**config.mk**
```make
export PLATFORM = sky130hd
export DESIGN_NAME = run_monitor
export DESIGN_NICKNAME = d
export VERILOG_FILES = /design/src/rtl/run_monitor_pkg.sv /design/src/rtl/run_monitor_chan.sv /design/src/rtl/run_monitor.sv
export SDC_FILE = /design/constraint.sdc
export NUM_CORES = 1
export LEC_CHECK = 0
export ABC_AREA = 1
export CAP_MARGIN = 20
export CORE_MARGIN = 3
export CORE_UTILIZATION = 45
export DETAILED_ROUTE_END_ITERATION = 7
export GPL_TIMING_DRIVEN = 0
export PLACE_DENSITY = 0.87
export RECOVER_POWER = 50
export SLEW_MARGIN = 20
export SYNTH_ARGS = -nofsm -noshare
export SYNTH_HDL_FRONTEND = slang
export SYNTH_SLANG_ARGS = --single-unit
```
**constraint.sdc**
```tcl
create_clock -name clk -period 2.2 [get_ports clk]
set_clock_uncertainty 0.1 [all_clocks]
set_input_delay 0.33 -clock clk [delete_from_list [all_inputs] [get_ports clk]]
set_output_delay 0.33 -clock clk [all_outputs]
set_load 0.05 [all_outputs]
```
**src/rtl/run_monitor_pkg.sv**
```systemverilog
// run_monitor_pkg: state encoding and default timing values shared by
// run_monitor and its per-channel capture block.
package run_monitor_pkg;

   typedef enum logic [1:0] {
      ST_RUN     = 2'd0,
      ST_DRAIN   = 2'd1,
      ST_DONE    = 2'd2,
      ST_TIMEOUT = 2'd3
   } state_e;

   localparam int unsigned DRAIN_CYCLES_DEF   = 50;
   localparam int unsigned TIMEOUT_CYCLES_DEF = 100;

endpackage : run_monitor_pkg

```
**src/rtl/run_monitor_chan.sv**
```systemverilog
// run_monitor_chan: one result channel. Captures the channel value on its
// strobe while capture is enabled, keeps a sticky seen flag, and reports the
// next-cycle seen/match view so the parent can judge pass on the edge that
// ends the run (including a strobe landing on that same edge).
module run_monitor_chan #(
   parameter int unsigned DATA_W   = 32,
   parameter bit          CHECK_EN = 1'b0
) (
   input  logic              clk,
   input  logic              reset,
   input  logic              cap_en,
   input  logic              ready,
   input  logic [DATA_W-1:0] value,
   input  logic [DATA_W-1:0] expected,
   output logic [DATA_W-1:0] cap_value,
   output logic              seen,
   output logic              seen_next,
   output logic              match_next
);

   logic [DATA_W-1:0] cap_d, cap_q;
   logic              seen_d, seen_q;

   // Next capture/seen values: last strobe wins, nothing changes when disabled.
   always_comb begin
      cap_d  = cap_q;
      seen_d = seen_q;
      if (cap_en && ready) begin
         cap_d  = value;
         seen_d = 1'b1;
      end
   end

   // Without the check feature every channel reports a match, so the
   // golden value never influences pass.
   assign match_next = CHECK_EN ? (cap_d == expected) : 1'b1;
   assign seen_next  = seen_d;
   assign cap_value  = cap_q;
   assign seen       = seen_q;

   // Capture registers; a reset discards everything captured so far.
   always_ff @(posedge clk) begin
      if (reset) begin
         cap_q  <= '0;
         seen_q <= 1'b0;
      end else begin
         cap_q  <= cap_d;
         seen_q <= seen_d;
      end
   end

endmodule : run_monitor_chan

```
**src/rtl/run_monitor.sv**
```systemverilog
// run_monitor: watches a processor run. RUN until fetch_complete, then DRAIN
// for DRAIN_CYCLES cycles, then DONE; a cycle budget of TIMEOUT_CYCLES from
// reset release forces TIMEOUT (DONE wins a tie). Result channels are
// captured while running and pass is judged on the edge entering DONE.
// Optional feature macro: RUN_MONITOR_CHECK_EN -- when defined, pass also
// requires every captured value to equal its ch_expected slice.
module run_monitor
   import run_monitor_pkg::*;
#(
   parameter int unsigned NUM_CH         = 2,
   parameter int unsigned DATA_W         = 32,
   parameter int unsigned DRAIN_CYCLES   = DRAIN_CYCLES_DEF,
   parameter int unsigned TIMEOUT_CYCLES = TIMEOUT_CYCLES_DEF
) (
   input  logic                     clk,
   input  logic                     reset,
   input  logic                     fetch_complete,
   input  logic [NUM_CH-1:0]        ch_ready,
   input  logic [NUM_CH*DATA_W-1:0] ch_value,
   input  logic [NUM_CH*DATA_W-1:0] ch_expected,
   output logic [NUM_CH*DATA_W-1:0] cap_value,
   output logic [NUM_CH-1:0]        ch_seen,
   output logic [31:0]              cycle_count,
   output logic                     done,
   output logic                     timed_out,
   output logic                     pass,
   output logic [1:0]               state
);

`ifdef RUN_MONITOR_CHECK_EN
   localparam bit CHECK_EN = 1'b1;
`else
   localparam bit CHECK_EN = 1'b0;
`endif

   // Terminal counter values; the drain one is unused when DRAIN_CYCLES is 0.
   localparam logic [31:0] DRAIN_LAST   = (DRAIN_CYCLES > 0) ? 32'(DRAIN_CYCLES - 1) : 32'd0;
   localparam logic [31:0] TIMEOUT_LAST = 32'(TIMEOUT_CYCLES - 1);

   state_e      state_d, state_q;
   logic [31:0] cycle_d, cycle_q;
   logic [31:0] drain_d, drain_q;
   logic        done_d, done_q;
   logic        timed_d, timed_q;
   logic        pass_d, pass_q;
   logic        running;

   logic [NUM_CH-1:0] seen_next;
   logic [NUM_CH-1:0] match_next;

   assign running = (state_q == ST_RUN) || (state_q == ST_DRAIN);

   for (genvar i = 0; i < NUM_CH; i++) begin : g_chan
      run_monitor_chan #(
         .DATA_W  (DATA_W),
         .CHECK_EN(CHECK_EN)
      ) u_chan (
         .clk       (clk),
         .reset     (reset),
         .cap_en    (running),
         .ready     (ch_ready[i]),
         .value     (ch_value[i*DATA_W +: DATA_W]),
         .expected  (ch_expected[i*DATA_W +: DATA_W]),
         .cap_value (cap_value[i*DATA_W +: DATA_W]),
         .seen      (ch_seen[i]),
         .seen_next (seen_next[i]),
         .match_next(match_next[i])
      );
   end

   // Next-state, counters and status; a timeout only applies when the same
   // edge does not already complete the run.
   always_comb begin
      state_d = state_q;
      cycle_d = cycle_q;
      drain_d = drain_q;
      pass_d  = 1'b0;
      case (state_q)
         ST_RUN: begin
            if (fetch_complete) begin
               drain_d = '0;
               if (DRAIN_CYCLES == 0) state_d = ST_DONE;
               else                   state_d = ST_DRAIN;
            end
         end
         ST_DRAIN: begin
            drain_d = drain_q + 32'd1;
            if (drain_q == DRAIN_LAST) state_d = ST_DONE;
         end
         default: ;
      endcase
      if (running) begin
         cycle_d = cycle_q + 32'd1;
         if ((state_d != ST_DONE) && (cycle_q == TIMEOUT_LAST)) state_d = ST_TIMEOUT;
         if (state_d == ST_DONE) pass_d = (&seen_next) && (&match_next);
      end else if (state_q == ST_DONE) begin
         pass_d = pass_q;
      end
      done_d  = (state_d == ST_DONE);
      timed_d = (state_d == ST_TIMEOUT);
   end

   // FSM and status registers.
   always_ff @(posedge clk) begin
      if (reset) begin
         state_q <= ST_RUN;
         cycle_q <= '0;
         drain_q <= '0;
         done_q  <= 1'b0;
         timed_q <= 1'b0;
         pass_q  <= 1'b0;
      end else begin
         state_q <= state_d;
         cycle_q <= cycle_d;
         drain_q <= drain_d;
         done_q  <= done_d;
         timed_q <= timed_d;
         pass_q  <= pass_d;
      end
   end

   assign state       = state_q;
   assign cycle_count = cycle_q;
   assign done        = done_q;
   assign timed_out   = timed_q;
   assign pass        = pass_q;

endmodule : run_monitor

```
# Word-level counts from Yosys, hierarchy flattened
# Cells that the tools add are included.
# totals
regBits,135
in_bits,133
output_inout_bits,103
wordCells,43
# op_classes
addsub,2
n_eq_ne,10
n_mux,13
n_reduce_logical,8
# op_table
op,count
"adder 32 x 1 -> 32 bit, second input constant",2
case mux 32 bit (2 select lines),1
"== test 32 x 6 -> 1 bit, second input constant",1
"== test 32 x 7 -> 1 bit, second input constant",1
2-to-1 mux 32 bit,1
2-to-1 mux 2 bit,5
"== test 2 bit, second input constant",4
2-to-1 mux 1 bit,5
"!= test 2 bit, second input constant",2
case mux 2 bit (2 select lines),1
AND reduction 2 bit,2
logical AND 1 bit,3
"== test 2 x 1 -> 1 bit, second input constant",1
zero test 2 bit,1
"!= test 2 x 1 -> 1 bit, second input constant",1
nonzero test 2 bit,1
logical OR 1 bit,1

# Longest topological paths before layout
# logic_depth
ltp_word,10
mapped_depth,11
depth_no_buf,11

# Hierarchy
# A second synthesis with hierarchy kept.
# unflattened
cells_unflattened,1073
area_unflattened_um2,6799.0
# modules_own_cells
mod,n_inst,cells_each,area_per_inst_um2,seq_area_each_um2
run_monitor,1,653,4073.9,1381.3
run_monitor_chan,2,210,1362.6,660.6

# Least setup slack after synthesis
# Ideal clock, no wire load.
# synth_timing
path_type,register to register
from,"register cycle_q[0], in the netlist cycle_count[0]"
to,"register cycle_q[18], in the netlist cycle_count[18]"
setup_time_ns,0.115
t_arrival_ns,1.841
required_time_ns,1.985
slack_ns,0.145
path_stages_with_launch,11
path_buffers,0
period_less_slack_ns,2.055
path_cell_list,dfxtp_1 -> ha_1 -> nand2_1 -> nor2_2 -> nand2_1 -> nor2_2 -> nand4_2 -> nor2_1 -> nand2_1 -> nand2_1 -> nor2_1
# synth_between
elab_chain_len,1
# synth_lines
element,line,source
start: declaration,run_monitor.sv:41,"logic [31:0] cycle_d, cycle_q;"
start signal: assignment,run_monitor.sv:114,cycle_q <= cycle_d;
adder 32 x 1 -> 32 bit,run_monitor.sv:93,cycle_d = cycle_q + 32'd1;
# Every way passes these cells.
# A chain may end at the register's enable or synchronous reset.

# Worst setup path after layout
# layout_timing
from,"register cycle_q[15], in the netlist cycle_count[15]"
to,output port cycle_count[15]
# layout_lines
element,line,source
end: declaration,run_monitor.sv:23,"output logic [31:0] cycle_count,"
# No word-level cell between the ends.

==> reports/results.tsv <==
stage	metric	value	unit
synthesis	Gate Count Post-Synth	946	
floorplanning	IO Pins	236	
detailed_routing	TritonRoute pass-1 iters	6	
global_route	Global Route Usage Sum	25.73	%
synthesis	synthesized cell area	6277	um2
finish	commonest non-fill, non-tap cell in the layout	nor2_1	
global_route	first-pass GRT wire length	30830	um
placed_design	placed cells	1292	
worst_setup_path	critical path class	register to output pin	
synthesis	Post-synth EDFFs	0	
sta	Max Clk Rate	461.0	MHz
clock_tree	clk_lat worst skew	0.42	ns
sta	minimum clock period	2.169	ns
detailed_routing	DR vias	6957	
synthesis	Area contributors post-synth	dfxtp_1, nor2_1, nand2_1, o21ai_0, inv_1	
synthesis	Synth area leader	dfxtp_1	
worst_setup_path	crit start category	register	
power_and_ir_drop	pwr dens	716.7	nW/um2
synthesis	count of cell types in the netlist	38	
worst_setup_path	CP max-delay cell	clkdlybuf4s50_1	
clock_tree	Post-CTS Setup Repair Bufs	0	
worst_setup_path	Worst Path Buf+Inv	1	
sta	RSZ-0062 raised after global routing	no	
synthesis	Ys Warns	0	
job	maxcap violations	0	
finish	layout cells sized above 1	5.401	%
sta	fin. max-slew vios	0	
detailed_routing	DRC violations left	0	
worst_setup_path	WP data arrival	1.74	ns
clock_tree	H-tree depth	4	
clock_tree	clk buf depth	2	
power_and_ir_drop	P_sw	1.711	mW
sta	Worst-Margin Slew	0.6927	ns
global_route	vias in the first global route	6501	
power_and_ir_drop	Peak VDD IR	0.7351	mV
global_route	initial antenna violation count	1	
detailed_routing	drt total wl	19580	um
floorplanning	Core Box Area	13450	um2
clock_tree	CTS tree	yes	
global_route	GRT overflow	0	
finish	area growth from synthesis to layout	38.61	%
synthesis	Post-synth ARST share	0	%
clock_tree	Root Driver	clkbuf_16	
finish	final layout net count	1271	
worst_setup_path	CP max stage delay	0.88	ns
worst_hold_path	Hold Path Cell Cnt	2	
floorplanning	DIE WIDTH	124.1	um
clock_tree	Clock transition at path regs	0.06	ns
placed_design	port bufs	170	
floorplanning	Starting Density	46.66	%
detailed_routing	initial drt markers	642	
sta	worst rel slew slack	53.82	%
worst_setup_path	Critical Path RT	1.77	ns
clock_tree	Sink Count	135	
floorplanning	Die Ht	124.1	um
synthesis	area share of the largest cell type after synthesis	43.05	%
sta	post-route clock period utilization	98.61	%
worst_hold_path	Hold Crit Class	primary input to register	
finish	Post-Route Utilization	64.68	%
synthesis	Syn Nets	1082	
synthesis	Avg Cell Area, Syn	6.636	um2
power_and_ir_drop	leak pwr	3.413	nW
detailed_routing	post-route antenna net violation count	0	
power_and_ir_drop	Sw Share	27.44	%
synthesis	most common flop cell mapped by yosys	dfxtp_1	
power_and_ir_drop	Comb power frac	14.4	%
worst_setup_path	r2r worst-path depth	8	
detailed_routing	WL per Instance	14.78	um
power_and_ir_drop	Int Power	4.525	mW
sta	TNS Setup	0	ns
global_route	largest net degree at the start of global routing	17	
power_and_ir_drop	Overall Power	6.236	mW
worst_setup_path	CP Cell Sequence	clkdlybuf4s50_1	
worst_setup_path	Crit Path Max Fanout	6	
worst_setup_path	crit end category	output pin	
clock_tree	cts hold-fix bufs	0	
clock_tree	CTS Buf Count	17	
worst_setup_path	Crit path depth	1	
detailed_routing	vias per inst	5.251	
sta	final hold violations	0	
placed_design	HPWL after DPL	14450	um
placed_design	Routability Congestion	0.9376	
worst_setup_path	delay-heaviest family, CP	buffers and inverters	
outcome	outcome	finished clean	
synthesis	sequential-to-total area share from yosys stat	43.05	%
finish	most frequent cells in the layout	nor2_1, nand2_1, clkdlybuf4s50_1, dfxtp_1, o21ai_0	
power_and_ir_drop	sequential fraction of design power	41.6	%
sta	final setup violation count	0	
floorplanning	die area	15400	um2
finish	final std cells w/o fill	1325	
synthesis	Synth Register Bits	135	
power_and_ir_drop	Clock Power Share	44.0	%
floorplanning	row cnt	42	
[layer usage]
layer  global-route usage [%]  wire (um)  part of all wire [%]
met5                        0          0                     0
met4                    13.76        767                   3.9
met3                    10.99       2323                    12
met2                    41.79       9136                    47
met1                    28.52       7351                    38
[cells in the mapped netlist, types with 2 or more instances]
master and instances:
a211oi_1 5, nor2_1 265, nor2_2 9, buf_1 2, nand3b_1 2, nand3_2 5
nand4_1 16, clkbuf_1 19, a21oi_1 39, o21ai_0 95, dfxtp_1 135, buf_4 4
nor3_1 13, nor2_4 3, nand2_4 2, inv_2 4, nor3b_1 4, nand2_1 186
nand3_1 36, ha_1 3, buf_2 9, inv_1 74
[through the flow]
step           worst slack, ns  instance area, um2  hold slack [ns]
2_1_floorplan           0.1447                6277           0.3483
3_3_place_gp           0.05477                8199           0.3612
3_5_place_dp           0.05627                8199           0.3718
4_1_cts               0.001684                8762           0.2760
5_1_grt               0.001319                8701           0.2941
6_report               0.03062                8701           0.3231
[registers in the layout, indices dropped and copies added, names as in the netlist]
name,cells
g_chan.u_chan.cap_value,64
cycle_count,32
drain_q,32
g_chan.u_chan.seen,2
state,2
done,1
pass,1
timed_out,1
[cell families after synthesis]
family | Yosys count | synth area share, %
flops | 135 | 43.05
compound gates | 146 | 12.12
simple gates | 547 | 36.70
xor+xnor | 1 | 0.1396
fa+ha+maj | 3 | 0.5980
buf+inv | 114 | 7.395
[area by class of cell]
| cell class | count | area (um2) |
|---|---|---|
| diodes | 1 | 2.502 |
| plain buffers | 35 | 157.7 |
| clock buffers | 19 | 432.9 |
| clock inverters | 13 | 131.4 |
| fillers | 1157 | 4752 |
| inverters | 79 | 299.0 |
| multi-input cells | 697 | 3085 |
| flip-flops and latches | 135 | 2703 |
| well taps | 176 | 220.2 |
| repair buffers | 170 | 1669 |
[power groups by stage]
stage | logic (mW) | registers [mW] | clock network [mW]
2_1_floorplan | 0.216 | 2.94 | 0
5_1_grt | 0.955 | 2.60 | 2.87
3_3_place_gp | 0.886 | 2.64 | 0
6_report | 0.899 | 2.59 | 2.74
4_1_cts | 0.902 | 2.59 | 2.75
3_5_place_dp | 0.895 | 2.64 | 0
[final timing paths]
path / slack [ns] / startpoint / end
worst min-delay path: 0.32 / reset / drain_q[8]$_SDFFE_PP0P_
worst min register to register: 0.38 / g_chan[0].u_chan.cap_value[23]$_SDFFE_PP0P_ / g_chan[0].u_chan.cap_value[23]$_SDFFE_PP0P_
worst max register to register: 0.15 / state[1]$_SDFF_PP0_ / drain_q[15]$_SDFFE_PP0P_
worst max-delay path: 0.03 / cycle_count[15]$_SDFFE_PP0N_ / cycle_count[15]
[what timing repair did]
action | 4_1_cts | 5_1_grt
cloned | 0 | 0
gates resized for setup | 1 | 7
setup endpoints to repair | 1 | 8
Note: power is estimated with default switching activity, not from simulation.
